**src/rtl/fetch_pkg.sv**
```systemverilog
`default_nettype none
// ============================================================================
//  Module      : fetch_pkg
//  Description : Shared types and MIPS opcode/REGIMM/funct constants for the
//                fetch buffer and its branch pre-decoder.
//  Revision    : 1.0 - initial release
// ============================================================================
package fetch_pkg;

  // One queued fetch: PC, instruction word and fetch address error flag.
  typedef struct packed {
    logic [31:0] pc;
    logic [31:0] instr;
    logic        adel;
  } fetch_entry_t;

  // Primary opcodes (instr[31:26])
  localparam logic [5:0] c_OP_R_TYPE = 6'b000000;
  localparam logic [5:0] c_OP_REGIMM = 6'b000001;
  localparam logic [5:0] c_OP_J      = 6'b000010;
  localparam logic [5:0] c_OP_JAL    = 6'b000011;
  localparam logic [5:0] c_OP_BEQ    = 6'b000100;
  localparam logic [5:0] c_OP_BNE    = 6'b000101;
  localparam logic [5:0] c_OP_BLEZ   = 6'b000110;
  localparam logic [5:0] c_OP_BGTZ   = 6'b000111;

  // REGIMM rt field (instr[20:16])
  localparam logic [4:0] c_RT_BLTZ   = 5'b00000;
  localparam logic [4:0] c_RT_BGEZ   = 5'b00001;
  localparam logic [4:0] c_RT_BLTZAL = 5'b10000;
  localparam logic [4:0] c_RT_BGEZAL = 5'b10001;

  // R-type funct field (instr[5:0])
  localparam logic [5:0] c_FN_JR     = 6'b001000;
  localparam logic [5:0] c_FN_JALR   = 6'b001001;

endpackage
`default_nettype wire

```
**src/rtl/fetch_buffer_predecode.sv**
```systemverilog
`default_nettype none
// ============================================================================
//  Module      : branch_predecode
//  Description : Combinational pre-decoder flagging branch and jump
//                instructions (those that own a delay slot).
//  Revision    : 1.0 - initial release
// ============================================================================
module branch_predecode
  import fetch_pkg::*;
(
  input  logic [31:0] instr_i,
  output logic        is_branch_o
);

  logic [5:0] w_op;
  logic [4:0] w_rt;
  logic [5:0] w_funct;

  assign w_op    = instr_i[31:26];
  assign w_rt    = instr_i[20:16];
  assign w_funct = instr_i[5:0];

  // Classify the instruction by opcode, then by rt / funct sub-fields.
  always_comb begin
    is_branch_o = 1'b0;
    case (w_op)
      c_OP_BEQ, c_OP_BNE, c_OP_BLEZ, c_OP_BGTZ,
      c_OP_J, c_OP_JAL: is_branch_o = 1'b1;
      c_OP_REGIMM: is_branch_o = (w_rt == c_RT_BLTZ)   || (w_rt == c_RT_BGEZ) ||
                                 (w_rt == c_RT_BLTZAL) || (w_rt == c_RT_BGEZAL);
      c_OP_R_TYPE: is_branch_o = (w_funct == c_FN_JR) || (w_funct == c_FN_JALR);
      default:     is_branch_o = 1'b0;
    endcase
  end

endmodule
`default_nettype wire

```
**src/rtl/fetch_buffer.sv**
```systemverilog
`default_nettype none
// ============================================================================
//  Module      : fetch_buffer
//  Description : Show-ahead instruction queue between fetch and decode with
//                delay-slot tracking and whole-queue flush.
//  Revision    : 1.0 - initial release
// ============================================================================
module fetch_buffer
  import fetch_pkg::*;
#(
  parameter int DEPTH = 8,
  parameter int AW    = $clog2(DEPTH)
) (
  input  logic        clk,
  input  logic        rst,
  input  logic        flush,
  input  logic        push_valid,
  input  logic [31:0] push_instr,
  input  logic [31:0] push_pc,
  input  logic        push_adel,
  output logic        full,
  input  logic        pop,
  output logic        validD,
  output logic [31:0] instrD,
  output logic [31:0] pcD,
  output logic        adelD,
  output logic        is_in_delayslotD,
  output logic        empty
);

  localparam logic [AW:0] c_DEPTH = (AW+1)'(DEPTH);

  fetch_entry_t  mem_q [DEPTH];
  logic [AW-1:0] rd_ptr_q, rd_ptr_d;
  logic [AW-1:0] wr_ptr_q, wr_ptr_d;
  logic [AW:0]   count_q, count_d;
  logic          ds_pending_q, ds_pending_d;

  logic          w_push_acc;
  logic          w_pop_eff;
  logic          w_head_branch;
  fetch_entry_t  w_head;
  fetch_entry_t  w_new;

  // Status comes only from the registered count, so a full queue never
  // accepts a push even when a pop frees a slot in the same cycle.
  assign full       = (count_q == c_DEPTH);
  assign empty      = (count_q == '0);
  assign validD     = ~empty;
  assign w_push_acc = push_valid & ~full;
  assign w_pop_eff  = pop & validD;

  // Show-ahead head; fields read as zero while the queue is empty.
  assign w_head           = mem_q[rd_ptr_q];
  assign instrD           = validD ? w_head.instr : 32'h0;
  assign pcD              = validD ? w_head.pc    : 32'h0;
  assign adelD            = validD & w_head.adel;
  assign is_in_delayslotD = validD & ds_pending_q;

  assign w_new.pc    = push_pc;
  assign w_new.instr = push_instr;
  assign w_new.adel  = push_adel;

  branch_predecode u_predecode (
    .instr_i     (instrD),
    .is_branch_o (w_head_branch)
  );

  // Next-state for pointers, occupancy and the delay-slot marker; flush wins.
  always_comb begin
    rd_ptr_d     = rd_ptr_q;
    wr_ptr_d     = wr_ptr_q;
    count_d      = count_q;
    ds_pending_d = ds_pending_q;
    if (flush) begin
      rd_ptr_d     = '0;
      wr_ptr_d     = '0;
      count_d      = '0;
      ds_pending_d = 1'b0;
    end else begin
      if (w_push_acc) wr_ptr_d = wr_ptr_q + AW'(1);
      if (w_pop_eff) begin
        rd_ptr_d     = rd_ptr_q + AW'(1);
        ds_pending_d = w_head_branch;
      end
      count_d = count_q + (AW+1)'(w_push_acc) - (AW+1)'(w_pop_eff);
    end
  end

  // Control state register with synchronous reset.
  always_ff @(posedge clk) begin
    if (rst) begin
      rd_ptr_q     <= '0;
      wr_ptr_q     <= '0;
      count_q      <= '0;
      ds_pending_q <= 1'b0;
    end else begin
      rd_ptr_q     <= rd_ptr_d;
      wr_ptr_q     <= wr_ptr_d;
      count_q      <= count_d;
      ds_pending_q <= ds_pending_d;
    end
  end

  // Entry storage; contents are don't-care until counted as valid.
  always_ff @(posedge clk) begin
    if (w_push_acc && !flush && !rst) begin
      mem_q[wr_ptr_q] <= w_new;
    end
  end

endmodule
`default_nettype wire
```
**config.mk**
```make
export PLATFORM = sky130hd
export DESIGN_NAME = fetch_buffer
export DESIGN_NICKNAME = d
export VERILOG_FILES = /design/src/rtl/fetch_pkg.sv /design/src/rtl/fetch_buffer_predecode.sv /design/src/rtl/fetch_buffer.sv
export SDC_FILE = /design/constraint.sdc
export NUM_CORES = 1
export LEC_CHECK = 0
export BUFFER_PORTS_ARGS = -buffer_cell sky130_fd_sc_hd__clkbuf_2
export CAP_MARGIN = 20
export CORE_ASPECT_RATIO = 0.75
export CORE_UTILIZATION = 64
export CTS_CLUSTER_SIZE = 10
export DETAILED_ROUTE_END_ITERATION = 7
export PLACE_DENSITY = 0.94
export SETUP_SLACK_MARGIN = 0.1
export SYNTH_ARGS = -nofsm -noshare
export SYNTH_HDL_FRONTEND = slang
export SYNTH_HIERARCHICAL = 1
export SYNTH_SLANG_ARGS = --single-unit
```
**constraint.sdc**
```tcl
create_clock -name clk -period 14.4 [get_ports clk]
set_input_delay 1.44 -clock clk [delete_from_list [all_inputs] [get_ports clk]]
set_output_delay 1.44 -clock clk [all_outputs]
set_load 0.03 [all_outputs]
```
# Yosys cells after proc, flatten, opt, wreduce, memory -nomap -nowiden
# Memories as Yosys holds them, arrays and structs flattened. A register that Yosys moved wholly into a read port is not among the register bits.
# Index checks and enable logic that the tools add are counted.
# word_totals
mem_bits_ro	0
elab_cells	48
ram_bits	520
latchBits	0
in_bits	70
out_inout_bits	69
memories	1
ff_bits	11
# op_classes
bitwise	6
eq_ne	13
addsub	4
shifts	0
n_div	0
n_reduce_logical	13
order_cmp	0
muxes	7
multipliers	0
# mem_list
name	words	width	rd	rd_ports_with_merged_regs	write_ports	line	rtl
mem_q	8	65	1	1	1	fetch_buffer.sv:33	fetch_entry_t mem_q [DEPTH];
# op_table
operator	count
32-bit two-way mux	2
6-bit by 3-bit == test with 1-bit output (second input constant)	4
6-bit by 2-bit == test with 1-bit output (second input constant)	2
6-bit by 4-bit == test with 1-bit output (second input constant)	2
5-bit == test (second input constant)	2
3-bit by 1-bit adder with 3-bit output (second input constant)	2
6-bit by 1-bit == test with 1-bit output (second input constant)	1
6-bit zero test	1
3-bit two-way mux	2
6-bit OR reduction	1
5-bit by 1-bit == test with 1-bit output (second input constant)	1
5-bit zero test	1
4-bit by 1-bit adder with 4-bit output	1
1-bit bitwise AND	4
4-bit == test (second input constant)	1
4-bit zero test	1
1-bit logical OR	4
4-bit by 1-bit subtractor with 4-bit output	1
1-bit one-hot mux with 3 select lines	1
1-bit logical AND	2
1-bit zero test	2
1-bit two-way mux	2
1-bit inverter	2
2-bit OR reduction	1

# Logic depth before layout (Yosys ltp)
# logic_depth
depth_word	7
ltp_mapped	14
ltp_nobuf	11

# By module
# Netlist, hierarchy kept.
# modules_own_cells
module	cells_per_inst	seq_area_each_um2	area_each_um2	n_inst
fetch_buffer	851	15895.2	20169.3	1
branch_predecode	5	0.0	43.8	1

# Least setup slack after synthesis
# OpenSTA, ideal clock, no wires.
# synth_path
kind	input-to-reg
startpoint	input flush
endpoint	memory mem_q[4][0] (netlist bit) (enable)
required_time_ps	13728
arrival_ps	8492
path_buffers	0
setup_time_ps	672
setup_slack_ps	5237
cell_stages	3
cell_sequence	nor2_1 -> nand3_1 -> nor4b_1
# synth_via
elab_chain_cells	5
# synth_rtl
element	line	rtl
start: declaration	fetch_buffer.sv:16	input logic flush,
1-bit zero test	fetch_buffer.sv:107	if (w_push_acc && !flush && !rst) begin
1-bit logical AND (2 in a row)	fetch_buffer.sv:107	
1-bit two-way mux	fetch_buffer.sv:107	
1-bit two-way mux (not written as such)	fetch_buffer.sv:108	mem_q[wr_ptr_q] <= w_new;
end: declaration	fetch_buffer.sv:33	
# Every way passes these cells.

==> results.sh <==
export IMPL_dpl_hpwl_mm=21.83
export IMPL_ant_nets=0
export IMPL_via_count=9847
export IMPL_worstSetupPathType="reg2out"
export IMPL_cts_tree="done"
export IMPL_netlist_top_cells_count="edfxtp_1, mux4_2, a22o_1"
export IMPL_grt_pass1_vias=10312
export IMPL_cts_buffers=59
export IMPL_finalPower_mw=3.400
export IMPL_synth_edff_count=520
export IMPL_synthesis_nets=934
export IMPL_period_needed_ns=4.934
export IMPL_die_y_um=155.9
export IMPL_grt_pass1_wl_mm=66.66
export IMPL_cp_max_fo=72
export IMPL_die_w_um=207.2
export IMPL_wire_per_inst_um=31.03
export IMPL_clkSinkCount=534
export IMPL_dieArea_sq_um=32310
export IMPL_p_leak_nw=7.377
export IMPL_worstMarginPinSlew_ns=1.033
export IMPL_antenna_found_initial=5
export IMPL_core_sq_um=30620
export IMPL_finalNetCount=1104
export IMPL_gr_total_overflow=0
export IMPL_h_tree_depth=2
export IMPL_end_kind="primary output"
export IMPL_layout_drive_gt1_share=0.3473
export IMPL_powerDensity_nw_per_um2=148.1
export IMPL_max_freq_ghz=0.2027
export IMPL_run_status="complete, no violations"
export IMPL_clock_latency_ns=0.59
export IMPL_grtUsageTotal=0.2878
export IMPL_slew_viol_final=0
export IMPL_syn_area_per_cell_sq_um=23.61
export IMPL_firstDrtPassIters=5
export IMPL_fin_setup_tns_ns=0
export IMPL_yosysSeqAreaShare=0.7864
export IMPL_initialDrtViolationCount=1299
export IMPL_netlist_top_cells_area="edfxtp_1, mux4_2, a22o_1, dfxtp_1, buf_6"
export IMPL_hp_class="reg2reg"
export IMPL_synth_distinct_cells=36
export IMPL_dp_cells=1363
export IMPL_ys_flop_type="edfxtp_1"
export IMPL_final_util=0.7496
export IMPL_syn_area_sq_um=20210
export IMPL_initial_utilization=0.6601
export IMPL_post_synth_top_count_cell="edfxtp_1"
export IMPL_skew_ns=0.01847
export IMPL_wirelength_mm=45.14
export IMPL_vdd_drop_max_mv=0.08938
export IMPL_vias_per_cell=6.768
export IMPL_r2r_cells=8
export IMPL_fin_cells=1455
export IMPL_place_gp_congestion=0.7220
export IMPL_crit_path_start_kind="flip-flop"
export IMPL_post_cts_resized=0
export IMPL_root_buffer="clkbuf_16"
export IMPL_clk_pin_slew_ns=0.06
export IMPL_drcViolationCount=0
export IMPL_rsz0062_at_grt="no"
export IMPL_ys_ff_latch=534
export IMPL_syn_instance_count=856
export IMPL_hold_viol_final=0
export IMPL_io_pins=139
export IMPL_syn_to_final_growth_pct=13.56
export IMPL_post_cts_buffers=0
export IMPL_worstPathRequired_ns=12.96
export IMPL_r2r_end="ds_pending_q"
export IMPL_synth_top_area_frac=0.7725
export IMPL_io_buffers=138
export IMPL_timing_final_crit_share=0.3427
export IMPL_ys_warn_count=6
export IMPL_crit_path_end="instrD[2]"
export IMPL_drv_cap=0
export IMPL_holdBufCountCts=0
export IMPL_slew_headroom=0.3114
export IMPL_rows=55
export IMPL_yosysTopAreaCell="edfxtp_1"
export IMPL_cp_arrival_ns=3.49
export IMPL_setup_viol=0
export IMPL_reg2reg_setup_slack_ns=10.29
export IMPL_grt_max_degree=73
export IMPL_clockBufferDepth=3
export IMPL_ys_async_sr_fraction=0
## state kept, by name, indices dropped and copies added, names as in the netlist, named ones only
signal / cells
ds_pending_q: 1
rd_ptr_q: 3
count_q: 4
wr_ptr_q: 3
mem_q: 520
## worst min-delay path by stage
stage	start	endpoint	slack (ns)	depth (start not counted)
after floorplan	ds_pending_q	ds_pending_q	0.45	2
after detailed placement	rd_ptr_q[2]	rd_ptr_q[2]	0.49	2
after global routing	rd_ptr_q[2]	rd_ptr_q[2]	0.52	2
after global placement	rd_ptr_q[2]	flip-flop	0.47	2
final	rd_ptr_q[2]	rd_ptr_q[2]	0.50	2
after CTS	rd_ptr_q[2]	rd_ptr_q[2]	0.50	2
## placed cells by master (no fill, tap or decap), types with 2 or more instances in the layout
| master | synthesis | routed |
|---|---|---|
| edfxtp_1 | 520 | 520 |
| clkbuf_2 | 0 | 138 |
| mux4_2 | 130 | 130 |
| a22o_1 | 65 | 65 |
| clkbuf_16 | 0 | 60 |
| clkbuf_1 | 11 | 22 |
| buf_4 | 1 | 18 |
| a21oi_1 | 12 | 12 |
| dfxtp_1 | 14 | 12 |
| inv_1 | 9 | 9 |
| ha_1 | 7 | 7 |
| diode_2 | 0 | 5 |
| nand3_1 | 5 | 5 |
| o21ai_0 | 5 | 5 |
| nand2_1 | 4 | 4 |
| nor2_1 | 5 | 4 |
| nor4b_2 | 1 | 3 |
| or3_1 | 3 | 3 |
| or3b_1 | 2 | 2 |
| clkinv_2 | 1 | 2 |
| nor2_4 | 0 | 2 |
| xor2_1 | 2 | 2 |
| nor3_2 | 0 | 2 |
| nor3b_2 | 0 | 2 |
| and2_1 | 2 | 2 |
| o31ai_1 | 2 | 2 |
| or4_1 | 2 | 2 |
| dfxtp_4 | 0 | 2 |
## cell families (layout without fill, tap and decap cells)
group           after synthesis  in the layout  synth area share
compound gates               86             86           0.03398
xor+xnor                      2              2         0.0008668
fa+ha+maj                     8              8          0.005323
buf+inv                      58            253           0.01677
flops                       534            534            0.7864
mux                         131            131            0.1453
other cells                   0              5                 0
simple gates                 37             37           0.01133
## critical path, cell delays in order, from the launching register on
cell and delay [ns]:
dfxtp_4 0.91, buf_4 0.92, mux4_2 0.45, a22o_1 0.31, clkbuf_2 0.21
## routing by layer
metal,GRT usage,vias to the layer above,wire length (um)
li1,-,4016,-
met5,0,-,23
met4,0.08529,4,1049
met1,0.4024,5095,16970
met3,0.05717,75,4588
met2,0.4727,657,22510
## per-stage QoR
step / worst slack [ns] / hold slack (ns) / instance area, sq um
3_5_place_dp: 10.03 / 0.4928 / 21300
2_1_floorplan: 5.237 / 0.4489 / 20210
5_1_grt: 9.392 / 0.5205 / 22950
6_report: 9.466 / 0.4982 / 22950
4_1_cts: 9.381 / 0.5005 / 22910
3_3_place_gp: 10.06 / 0.4709 / 21300
## where the power goes
part           internal [mW]  switching [mW]
Sequential              1.72         0.00947
Combinational          0.118           0.248
Clock                  0.751           0.554
Total                   2.59           0.812
## cell type report
| class | instances | area [sq um] |
|---|---|---|
| inverters | 10 | 38.79 |
| flip-flops and latches | 534 | 15900 |
| well taps | 399 | 499.2 |
| diodes | 5 | 12.51 |
| clock inverters | 4 | 33.78 |
| clock buffers | 82 | 1584 |
| repair buffers | 157 | 853.3 |
| fillers | 1541 | 7669 |
| multi-input cells | 264 | 4030 |
Power figures use the tool's default switching activity.
